===== config.mk =====
export PLATFORM = sky130hd
export DESIGN_NAME = gray_ptr_sync
export DESIGN_NICKNAME = d
export VERILOG_FILES = /design/src/rtl/fifo_pkg.sv /design/src/rtl/gray_to_bin.sv /design/src/rtl/gray_ptr_sync.sv
export SDC_FILE = /design/constraint.sdc
export NUM_CORES = 1
export LEC_CHECK = 0
export BUFFER_PORTS_ARGS = -buffer_cell sky130_fd_sc_hd__buf_2
export CAP_MARGIN = 20
export CORE_MARGIN = 8
export CORE_UTILIZATION = 54
export DETAILED_ROUTE_END_ITERATION = 8
export PLACE_DENSITY = 0.93
export SLEW_MARGIN = 40
export SYNTH_ARGS = -nofsm -noshare
export SYNTH_HDL_FRONTEND = slang
export SYNTH_SLANG_ARGS = --single-unit

===== constraint.sdc =====
create_clock -name clk -period 4.2 [get_ports clk]
set_clock_uncertainty 0.05 [all_clocks]
set_input_delay 0.42 -clock clk [delete_from_list [all_inputs] [get_ports clk]]
set_output_delay 0.42 -clock clk [all_outputs]
set_load 0.02 [all_outputs]

===== src/rtl/fifo_pkg.sv =====
`default_nettype none
// ============================================================================
// Module      : fifo_pkg
// Description : Shared FIFO constants and Gray/binary conversion helpers.
// Revision    : 1.0  initial release
// ============================================================================
package fifo_pkg;

    localparam int MODE_EMPTY = 0;
    localparam int MODE_FULL  = 1;

    // The helpers work at a fixed maximum width. Narrower pointers are
    // zero-extended on the way in, which leaves both conversions unchanged.
    localparam int c_max_ptr_w = 32;

    function automatic logic [c_max_ptr_w-1:0] gray2bin(input logic [c_max_ptr_w-1:0] gray);
        logic [c_max_ptr_w-1:0] bin;
        bin[c_max_ptr_w-1] = gray[c_max_ptr_w-1];
        for (int i = c_max_ptr_w - 2; i >= 0; i--) begin
            bin[i] = bin[i+1] ^ gray[i];
        end
        return bin;
    endfunction

    function automatic logic [c_max_ptr_w-1:0] bin2gray(input logic [c_max_ptr_w-1:0] bin);
        return bin ^ (bin >> 1);
    endfunction

endpackage
`default_nettype wire


===== src/rtl/gray_to_bin.sv =====
`default_nettype none
// ============================================================================
// Module      : gray_to_bin
// Description : Combinational Gray-to-binary decode of a WIDTH-bit pointer.
// Revision    : 1.0  initial release
// ============================================================================
module gray_to_bin
    import fifo_pkg::*;
#(
    parameter int WIDTH = 6
)
(
    input  logic [WIDTH-1:0] gray,
    output logic [WIDTH-1:0] bin
);

    generate
        if (WIDTH < 1 || WIDTH > c_max_ptr_w) begin : g_width_check
            $error("gray_to_bin: WIDTH out of range");
        end
    endgenerate

    assign bin = WIDTH'(gray2bin(c_max_ptr_w'(gray)));

endmodule
`default_nettype wire


===== src/rtl/gray_ptr_sync.sv =====
`default_nettype none
// ============================================================================
// Module      : gray_ptr_sync
// Description : FIFO pointer synchronizer with Gray decode, level and
//               empty/full flag for the receiving clock domain.
// Revision    : 1.0  initial release
// ============================================================================
module gray_ptr_sync
    import fifo_pkg::*;
#(
    parameter int ADDR_WIDTH  = 5,
    parameter int SYNC_STAGES = 2,
    parameter int MODE        = MODE_EMPTY
)
(
    input  logic                clk,
    input  logic                reset,
    input  logic [ADDR_WIDTH:0] remote_ptr_gray,
    input  logic [ADDR_WIDTH:0] local_ptr,
    output logic [ADDR_WIDTH:0] sync_ptr_gray,
    output logic [ADDR_WIDTH:0] sync_ptr_bin,
    output logic                advance,
    output logic [ADDR_WIDTH:0] level,
    output logic                flag,
    output logic                gray_err
);

    localparam int c_ptr_w  = ADDR_WIDTH + 1;
    localparam int c_mask_w = $clog2(SYNC_STAGES + 2);
    localparam logic [c_mask_w-1:0] c_mask_init = c_mask_w'(SYNC_STAGES + 1);

    generate
        if (SYNC_STAGES < 2 || SYNC_STAGES > 4) begin : g_sync_stages_check
            $error("gray_ptr_sync: SYNC_STAGES must be in 2..4");
        end
        if (MODE != MODE_EMPTY && MODE != MODE_FULL) begin : g_mode_check
            $error("gray_ptr_sync: MODE must be 0 or 1");
        end
    endgenerate

    logic [ADDR_WIDTH:0] r_sync [SYNC_STAGES];
    logic [ADDR_WIDTH:0] r_sync_bin;
    logic [ADDR_WIDTH:0] r_prev_gray;
    logic                r_advance;
    logic                r_gray_err;
    logic [c_mask_w-1:0] r_mask_cnt;

    logic [ADDR_WIDTH:0] w_sync_last;
    logic [ADDR_WIDTH:0] w_decoded;
    logic [ADDR_WIDTH:0] w_gray_diff;
    logic                w_multi_bit;
    logic [ADDR_WIDTH:0] w_level;
    logic                w_flag;

    generate
        for (genvar i = 0; i < SYNC_STAGES; i++) begin : g_chain
            if (i == 0) begin : g_first
                always_ff @(posedge clk) begin
                    if (reset) begin
                        r_sync[i] <= '0;
                    end else begin
                        r_sync[i] <= remote_ptr_gray;
                    end
                end
            end else begin : g_next
                always_ff @(posedge clk) begin
                    if (reset) begin
                        r_sync[i] <= '0;
                    end else begin
                        r_sync[i] <= r_sync[i-1];
                    end
                end
            end
        end
    endgenerate

    assign w_sync_last = r_sync[SYNC_STAGES-1];

    gray_to_bin #(
        .WIDTH (c_ptr_w)
    ) u_decode (
        .gray (w_sync_last),
        .bin  (w_decoded)
    );

    // A nonzero value has at least two set bits iff clearing its lowest set bit leaves something.
    assign w_gray_diff = w_sync_last ^ r_prev_gray;
    assign w_multi_bit = (w_gray_diff & (w_gray_diff - c_ptr_w'(1))) != '0;

    // Hides the reset-to-live step while the chain refills after release.
    always_ff @(posedge clk) begin
        if (reset) begin
            r_mask_cnt <= c_mask_init;
        end else if (r_mask_cnt != '0) begin
            r_mask_cnt <= r_mask_cnt - c_mask_w'(1);
        end
    end

    always_ff @(posedge clk) begin
        if (reset) begin
            r_sync_bin  <= '0;
            r_advance   <= 1'b0;
            r_prev_gray <= '0;
            r_gray_err  <= 1'b0;
        end else begin
            r_sync_bin  <= w_decoded;
            r_advance   <= (w_decoded != r_sync_bin);
            r_prev_gray <= w_sync_last;
            if (w_multi_bit && (r_mask_cnt == '0)) begin
                r_gray_err <= 1'b1;
            end
        end
    end

    generate
        if (MODE == MODE_FULL) begin : g_full_side
            assign w_level = local_ptr - r_sync_bin;
            assign w_flag  = (local_ptr[ADDR_WIDTH] != r_sync_bin[ADDR_WIDTH]) &&
                             (local_ptr[ADDR_WIDTH-1:0] == r_sync_bin[ADDR_WIDTH-1:0]);
        end else begin : g_empty_side
            assign w_level = r_sync_bin - local_ptr;
            assign w_flag  = (r_sync_bin == local_ptr);
        end
    endgenerate

    assign sync_ptr_gray = w_sync_last;
    assign sync_ptr_bin  = r_sync_bin;
    assign advance       = r_advance;
    assign level         = w_level;
    assign flag          = w_flag;
    assign gray_err      = r_gray_err;

endmodule
`default_nettype wire

Word-level counts from Yosys, hierarchy flattened
Memory sizes are Yosys's and may differ from the RTL's. Index checks and enable logic that the tools add are counted.

$add $sub $neg: 3. Bitwise logic cells: 9. Multiplexer cells: 5. Reduce and logical (&&, ||, !) cells: 4. Eq/ne operators: 2.

Operators with widths (count): 6-bit two-way mux (2); 6-bit AND (1); 6-bit equality test (1); 6-bit inequality test (1); 6-bit nonzero test (1); 6-bit by 1-bit subtractor with 6-bit output, second input constant (1); 6-bit subtractor (1); 6-bit XOR (1); 1-bit XOR (5); 1-bit two-way mux (3); 2-bit zero test (1); 1-bit OR (2); 2-bit nonzero test (1); 2-bit by 1-bit subtractor with 2-bit output, second input constant (1); 1-bit logical AND (1).

Bits in writable memories: 12. Memories kept: 1. Flip-flop bits (word level): 16. Input port bits: 14.

Memory list: r_sync (depth 2, bits a word 6, rd ports 2, clocked after Yosys merged registers in 0, wr ports 2, line gray_ptr_sync.sv:41) `logic [ADDR_WIDTH:0] r_sync [SYNC_STAGES];`.

Logic depth before layout (Yosys ltp)
Gate-level depths: netlist (run 1).

Word-level depth: 6. Depth in mapped cells: 8. Depth with buffers taken out: 8.

By module
A second synthesis (run 1) with hierarchy kept.

Cell total of the unflattened synthesis: 123. Area, all modules: 1265.0 sq um.

By module, submodules not included: gray_ptr_sync (cells each 115, sequential area each 560.5 sq um, times used 1, area each 1172.4 sq um); gray_to_bin (cells each 8, sequential area each 0.0 sq um, times used 1, area each 92.6 sq um).

Worst setup path after synthesis (run 1)
No wires, ideal clock.

Path kind: register -> output. Start: reg r_sync_bin[1] (netlist: sync_ptr_bin[1]). End: out level[5]. Buffers on the path: 0. Arrival: 1831 ps. Stages on the path, launching flop included: 7. Path slack: 1899 ps. Path through: dfxtp_1 -> ha_1 -> a21o_1 -> a21o_1 -> a21o_1 -> a21oi_1 -> xor2_1.

Cells in the longest elaborated chain, start to end: 1.

RTL lines: start: declaration (line gray_ptr_sync.sv:42) `logic [ADDR_WIDTH:0] r_sync_bin;`; start signal: assignment (line gray_ptr_sync.sv:106) `r_sync_bin <= w_decoded;`; 6-bit subtractor (line gray_ptr_sync.sv:121) `assign w_level = r_sync_bin - local_ptr;`; end: declaration (line gray_ptr_sync.sv:23) `output logic [ADDR_WIDTH:0] level,`.

Every way passes these cells.

Worst setup path in the final report (run 1)
Same ends and word-level chain as after synthesis.

==> results of run 1 <==
==> cells in the mapped netlist (2+ instances only) <==
library cell | instances | area (µm²)
nor3_1 | 2 | 10.0
inv_1 | 8 | 30.0
ha_1 | 6 | 75.1
a21oi_1 | 5 | 25.0
xnor2_2 | 2 | 32.5
nor2_1 | 6 | 22.5
nand3_1 | 2 | 10.0
o21ai_0 | 2 | 10.0
a21o_1 | 4 | 30.0
or3_1 | 2 | 12.5
dfxtp_1 | 27 | 541
clkbuf_1 | 3 | 11.3
nor2b_1 | 18 | 113
nand2_1 | 5 | 18.8
xnor2_1 | 8 | 70.1
buf_4 | 2 | 15.0
xor2_1 | 10 | 87.6
==> final cells by class <==
type                       count  area, µm²  area share
timing repair buffer          34        170       0.118
tap                           28       35.0      0.0243
clock buffer                   3       22.5      0.0157
inverter                       9       33.8      0.0235
clock inverter                 1       5.00     0.00348
multi-input combinational     85        632       0.439
sequential                    27        541       0.376
==> sequential cells by signal, summed over array words and instances, names as in the netlist <==
signal        count
r_mask_cnt        2
gray_err          1
r_prev_gray       5
r_sync           12
advance           1
sync_ptr_bin      6
==> critical path, delay by kind of cell, from the launching register on <==
| family | cells | cell delay (ns) |
|---|---|---|
| buffers and inverters | 1 | 0.18 |
| xor gates and xnor gates | 1 | 0.16 |
| DFF | 1 | 0.44 |
| AOI/OAI and AO/OA | 4 | 0.71 |
| adders and majority gates | 1 | 0.29 |
==> per-layer routing <==
layer / part of all wire / up-vias
li1: - / 469
met1: 0.44 / 423
met2: 0.48 / 34
met3: 0.083 / 0
met4: 0 / 0
met5: 0 / -
==> path summary, 6_finish.rpt <==
path	slack [ns]	start	cells past startpoint	to
max	1.63	sync_ptr_bin[1]	7	level[5]
max reg2reg	2.40	r_sync[1][4]	6	advance
min reg2reg	0.40	r_sync[0][4]	1	r_sync[1][4]
min	0.25	remote_ptr_gray[0]	2	r_sync[0][0]
==> logic make-up (layout without fill, tap and decap cells) <==
group | count (synthesis) | in the layout
AO/OA/AOI/OAI | 17 | 17
XOR/XNOR | 21 | 21
adder cells (fa/ha/maj) | 7 | 7
buffers and inverters | 15 | 47
flip-flops | 27 | 27
multiplexers | 1 | 1
AND/OR/NAND/NOR | 39 | 39
==> metrics by stage <==
step / cells / setup slack (ns)
floorplan: 127 / 1.90
global route: 187 / 1.54
CTS: 187 / 1.60
detailed placement: 183 / 1.80
global placement: 183 / 1.88
finish: 187 / 1.63
==> power by group <==
group	internal [W]	total (W)	leakage [nW]	switching, W
Sequential	0.000274	0.000287	0.223	0.0000131
Clock	0.0000356	0.000109	0.0177	0.0000732
Combinational	0.0000676	0.000160	0.478	0.0000921
==> flow_summary.yaml, run 1 <==
clocking:
  cts_max_level: 1
  ctsHoldBuffers: 0
  cts-buffers-inserted: 3
  path_clk_slew_ns: 0.14
  clock_latency_ns: 0.32
  cts_tree: "done"
  cts_setup_buffers: 0
  cts.sinks: 27
  clk_path_buf_depth: 2
  clockRootBuffer: "clkbuf_4"
  cts_resized: 0
global_route:
  gr-total-overflow: 0
  grt_max_degree: 28
  track_usage: 0.107
  antenna_found_initial: 0
  top_usage_layer: "met2"
  met2_usage: 0.187
  grt_first_pass_wirelength_um: 3730
  use_met3: 0.0470
  met1_usage: 0.108
  grt_pass1_vias: 957
synthesis:
  syn_nets: 148
  synth-compound-area-share: 0.0880
  synth_top_flop_cell: "dfxtp_1"
  ys_ff_latch: 27
  async_flop_share: 0
  synthSimpleGateAreaFrac: 0.171
  synth-xor-area-share: 0.167
  synth_top_family_by_area: "simple AND/OR/NAND/NOR gates"
  synth_edf_count: 0
  synth-warning-count: 0
  syn_inst: 127
  yosysSeqAreaShare: 0.437
  synthAdderAreaFrac: 0.0768
  synth_mux_area_frac: 0.00809
  avgSynthCellArea_um2: 9.74
  ys_types: 32
  synth_area_um2: 1240
place:
  hpwl_um: 1870
  place.gp.congestion: 0.787
  io_buffer_count: 34
  dpl_cell_area_um2: 1410
sta:
  fin_setup_tns_ns: 0
  finalSetupViolations: 0
  relSlewSlack: 0.711
  post-route-period-util: 0.612
  slew_viol_final: 0
  hold_slack_ns: 0.249
  grt_setup_unrepaired: "false"
  layout_min_cycle_time_ns: 2.57
  fmax_mhz: 389
  hold_viol: 0
  worstMarginPinSlew_ns: 0.433
final_layout:
  fill_cells: 191
  utilization: 0.657
  final_area_um2: 1440
  drive_above_1_share: 0.270
  synthToLayoutAreaGrowth_pct: 16.3
  n_antenna_cell: 0
  final_common_cell: "buf_2"
  nNetsFinal: 181
  mostFrequentLayoutCells: "34 x buf_2, 27 x dfxtp_1, 18 x nor2b_1"
pwr:
  power.total_w: 0.000555
  p_leak_nw: 0.718
  vdd.ir_drop.worst_mv: 0.336
  p_per_area_nw_per_um2: 386
detailed_routing:
  drt_first_pass_iters: 5
  routed_via_density: 4.95
  vias: 926
  route.detailed.drc: 0
  wl_um: 2380
  wl_per_cell_um: 12.7
  ant_nets: 0
  first_iter_violations: 34
worst_hold_path:
  hold_class: "in -> reg"
setup_path:
  critPathMostFrequentCell: "a21o_1"
  max_stage_delay_ns: 0.44
  cp.required_ns: 3.73
  path_class: "reg -> out"
  cp-end-kind: "output pin"
  cp_data_arrival_time_ns: 2.10
  cp_max_fo: 4
  startpoint_type: "flop"
  crit_slowest_cell: "dfxtp_1"
  crit_chain: "ha_1, a21o_1, a21o_1, a21o_1, a21oi_1, xor2_1, buf_2"
die:
  die-area_um2: 4080
  core_um2: 2190
  placementRows: 17
  fp.dieW_um: 63.9
  die_h_um: 63.9
  num_io_pins: 35
  initial_core_util: 0.565
job:
  drv_cap: 0
run_status:
  run_status: "finished clean"
(Power assumes the default switching activity.)
==> run 2, diff against run 1 <==
--- a/config.mk
+++ b/config.mk
@@ -8,9 +8,9 @@
 export BUFFER_PORTS_ARGS = -buffer_cell sky130_fd_sc_hd__buf_2
 export CAP_MARGIN = 20
 export CORE_MARGIN = 8
-export CORE_UTILIZATION = 54
+export CORE_UTILIZATION = 50
 export DETAILED_ROUTE_END_ITERATION = 8
-export PLACE_DENSITY = 0.93
+export PLACE_DENSITY = 0.88
 export SLEW_MARGIN = 40
 export SYNTH_ARGS = -nofsm -noshare
 export SYNTH_HDL_FRONTEND = slang
==> constraint.sdc (replaced) <==
create_clock -name clk -period 2.5 [get_ports clk]
set_clock_uncertainty 0.05 [all_clocks]
set_input_delay 0.25 -clock clk [delete_from_list [all_inputs] [get_ports clk]]
set_output_delay 0.25 -clock clk [all_outputs]
set_load 0.02 [all_outputs]
==> flow_summary.yaml, run 2 (same netlist as run 1, synthesis figures left out) <==
setup_path:
  r2r_setup_slack_ns: 0.71
  crit_slowest_cell: "dfxtp_2"
  timing.critical_path.buf_inv: 1
  cp_top_family: "compound AO/OA/AOI/OAI gates"
  rr_worst_depth: 6
  r2r_end: "advance"
  crit_chain: "ha_1, a21o_1, a21o_1, a21o_1, a21oi_1, xor2_1, buf_2"
  max_stage_delay_ns: 0.37
  critPathMostFrequentCell: "a21o_1"
  cp.required_ns: 2.20
  cp-end-kind: "output pin"
  startpoint_type: "flop"
  r2r-start: "r_sync[1][4]"
  cp_max_fo: 4
  path_class: "reg -> out"
  cp_data_arrival_time_ns: 2.04
worst_hold_path:
  hold_class: "in -> reg"
  whs_endpoint: "r_sync[0][4]"
  holdPathStages: 2
  worstHoldStart: "remote_ptr_gray[4]"
die:
  core_um2: 2410
  die-area_um2: 4320
  num_io_pins: 35
  fp.dieW_um: 65.8
  placementRows: 18
  initial_core_util: 0.513
  die_h_um: 65.8
pwr:
  p_leak_nw: 0.719
  vdd.ir_drop.worst_mv: 0.567
  p_per_area_nw_per_um2: 644
global_route:
  grt_first_pass_wirelength_um: 3700
  gr-total-overflow: 0
  antenna_found_initial: 0
  grt_max_degree: 28
  track_usage: 0.108
  grt_pass1_vias: 925
final_layout:
  final_common_cell: "buf_2"
  n_antenna_cell: 0
  regMostFlops: "r_sync"
  fill_cells: 209
  largest_reg_flops: 12
  synthToLayoutAreaGrowth_pct: 16.6
  drive_above_1_share: 0.277
  mostFrequentLayoutCells: "34 x buf_2, 26 x dfxtp_1, 18 x nor2b_1"
  nNetsFinal: 181
clocking:
  cts_max_level: 1
  cts_resized: 0
  clock_latency_ns: 0.33
  clk_path_buf_depth: 2
  cts_tree: "done"
  clockRootBuffer: "clkbuf_4"
  ctsHoldBuffers: 0
  cts_setup_buffers: 0
  cts-buffers-inserted: 3
  cts.sinks: 27
  path_clk_slew_ns: 0.14
detailed_routing:
  wl_per_cell_um: 12.0
  route.met3.wl_um: 230
  drt_first_pass_iters: 4
  vias: 903
  ant_nets: 0
  first_iter_violations: 15
  m1WireLength_um: 945
  routed_via_density: 4.78
  route.detailed.drc: 0
  wl_um: 2260
  dr_wl_met2_um: 1010
  top_layer_used: "met4"
sta:
  grt_setup_unrepaired: "false"
  relSlewSlack: 0.720
  hold_slack_ns: 0.0691
  slew_viol_final: 0
  worstMarginPinSlew_ns: 0.420
  layout_min_cycle_time_ns: 2.34
  fin_setup_tns_ns: 0
  fin_ws_ns: 0.157
  hold_viol: 0
  post-route-period-util: 0.937
  fmax_mhz: 427
  finalSetupViolations: 0
place:
  io_buffer_count: 34
  place_ws_ns: 0.452
  place.gp.congestion: 0.845
  hpwl_um: 1800
job:
  drv_cap: 0
run_status:
  run_status: "finished clean"
==> run 2: cell type report <==
cell class	count	area, µm²	share of cell area
inverter	9	33.8	0.0234
clock buffer	3	22.5	0.0156
multi-input combinational	85	632	0.438
timing repair buffer	34	170	0.118
sequential	27	542	0.376
tap	30	37.5	0.0260
clock inverter	1	5.00	0.00347
==> run 2: where the power goes <==
part | leakage, nW | switching, W | internal (W) | total (W)
Combinational | 0.478 | 0.000150 | 0.000113 | 0.000263
Clock | 0.0177 | 0.000123 | 0.0000601 | 0.000183
Sequential | 0.223 | 0.0000213 | 0.000460 | 0.000482
Total | 0.719 | 0.000295 | 0.000633 | 0.000928
==> run 2: layer usage <==
layer  track usage  up-vias
met5             0        -
met4        0.0845        0
met3        0.0357        7
met2         0.178       36
met1         0.112      391
li1              -      469
==> run 2: through the flow <==
| step | total power [W] | area, µm² | utilization | instances |
|---|---|---|---|---|
| after floorplan | 0.000684 | 1240 | - | 127 |
| after global placement | 0.000744 | 1410 | 0.587 | 185 |
| after detailed placement | 0.000758 | 1410 | 0.587 | 185 |
| after CTS | 0.000942 | 1440 | 0.598 | 189 |
| after global routing | 0.000987 | 1440 | 0.599 | 189 |
| final | 0.000928 | 1440 | 0.599 | 189 |
==> run 2: how the worst max path moves through the flow <==
stage                          startpoint  cells after the start  endpoint  slack [ns]
final                     sync_ptr_bin[1]                      7  level[5]        0.16
after floorplan           sync_ptr_bin[1]                      6  level[5]        0.37
after detailed placement     local_ptr[1]                      9  level[5]        0.45
after global placement       local_ptr[1]                      9  level[5]        0.52
after global routing      sync_ptr_bin[1]                      7  level[5]        0.04
after CTS                 sync_ptr_bin[1]                      7  level[5]        0.09
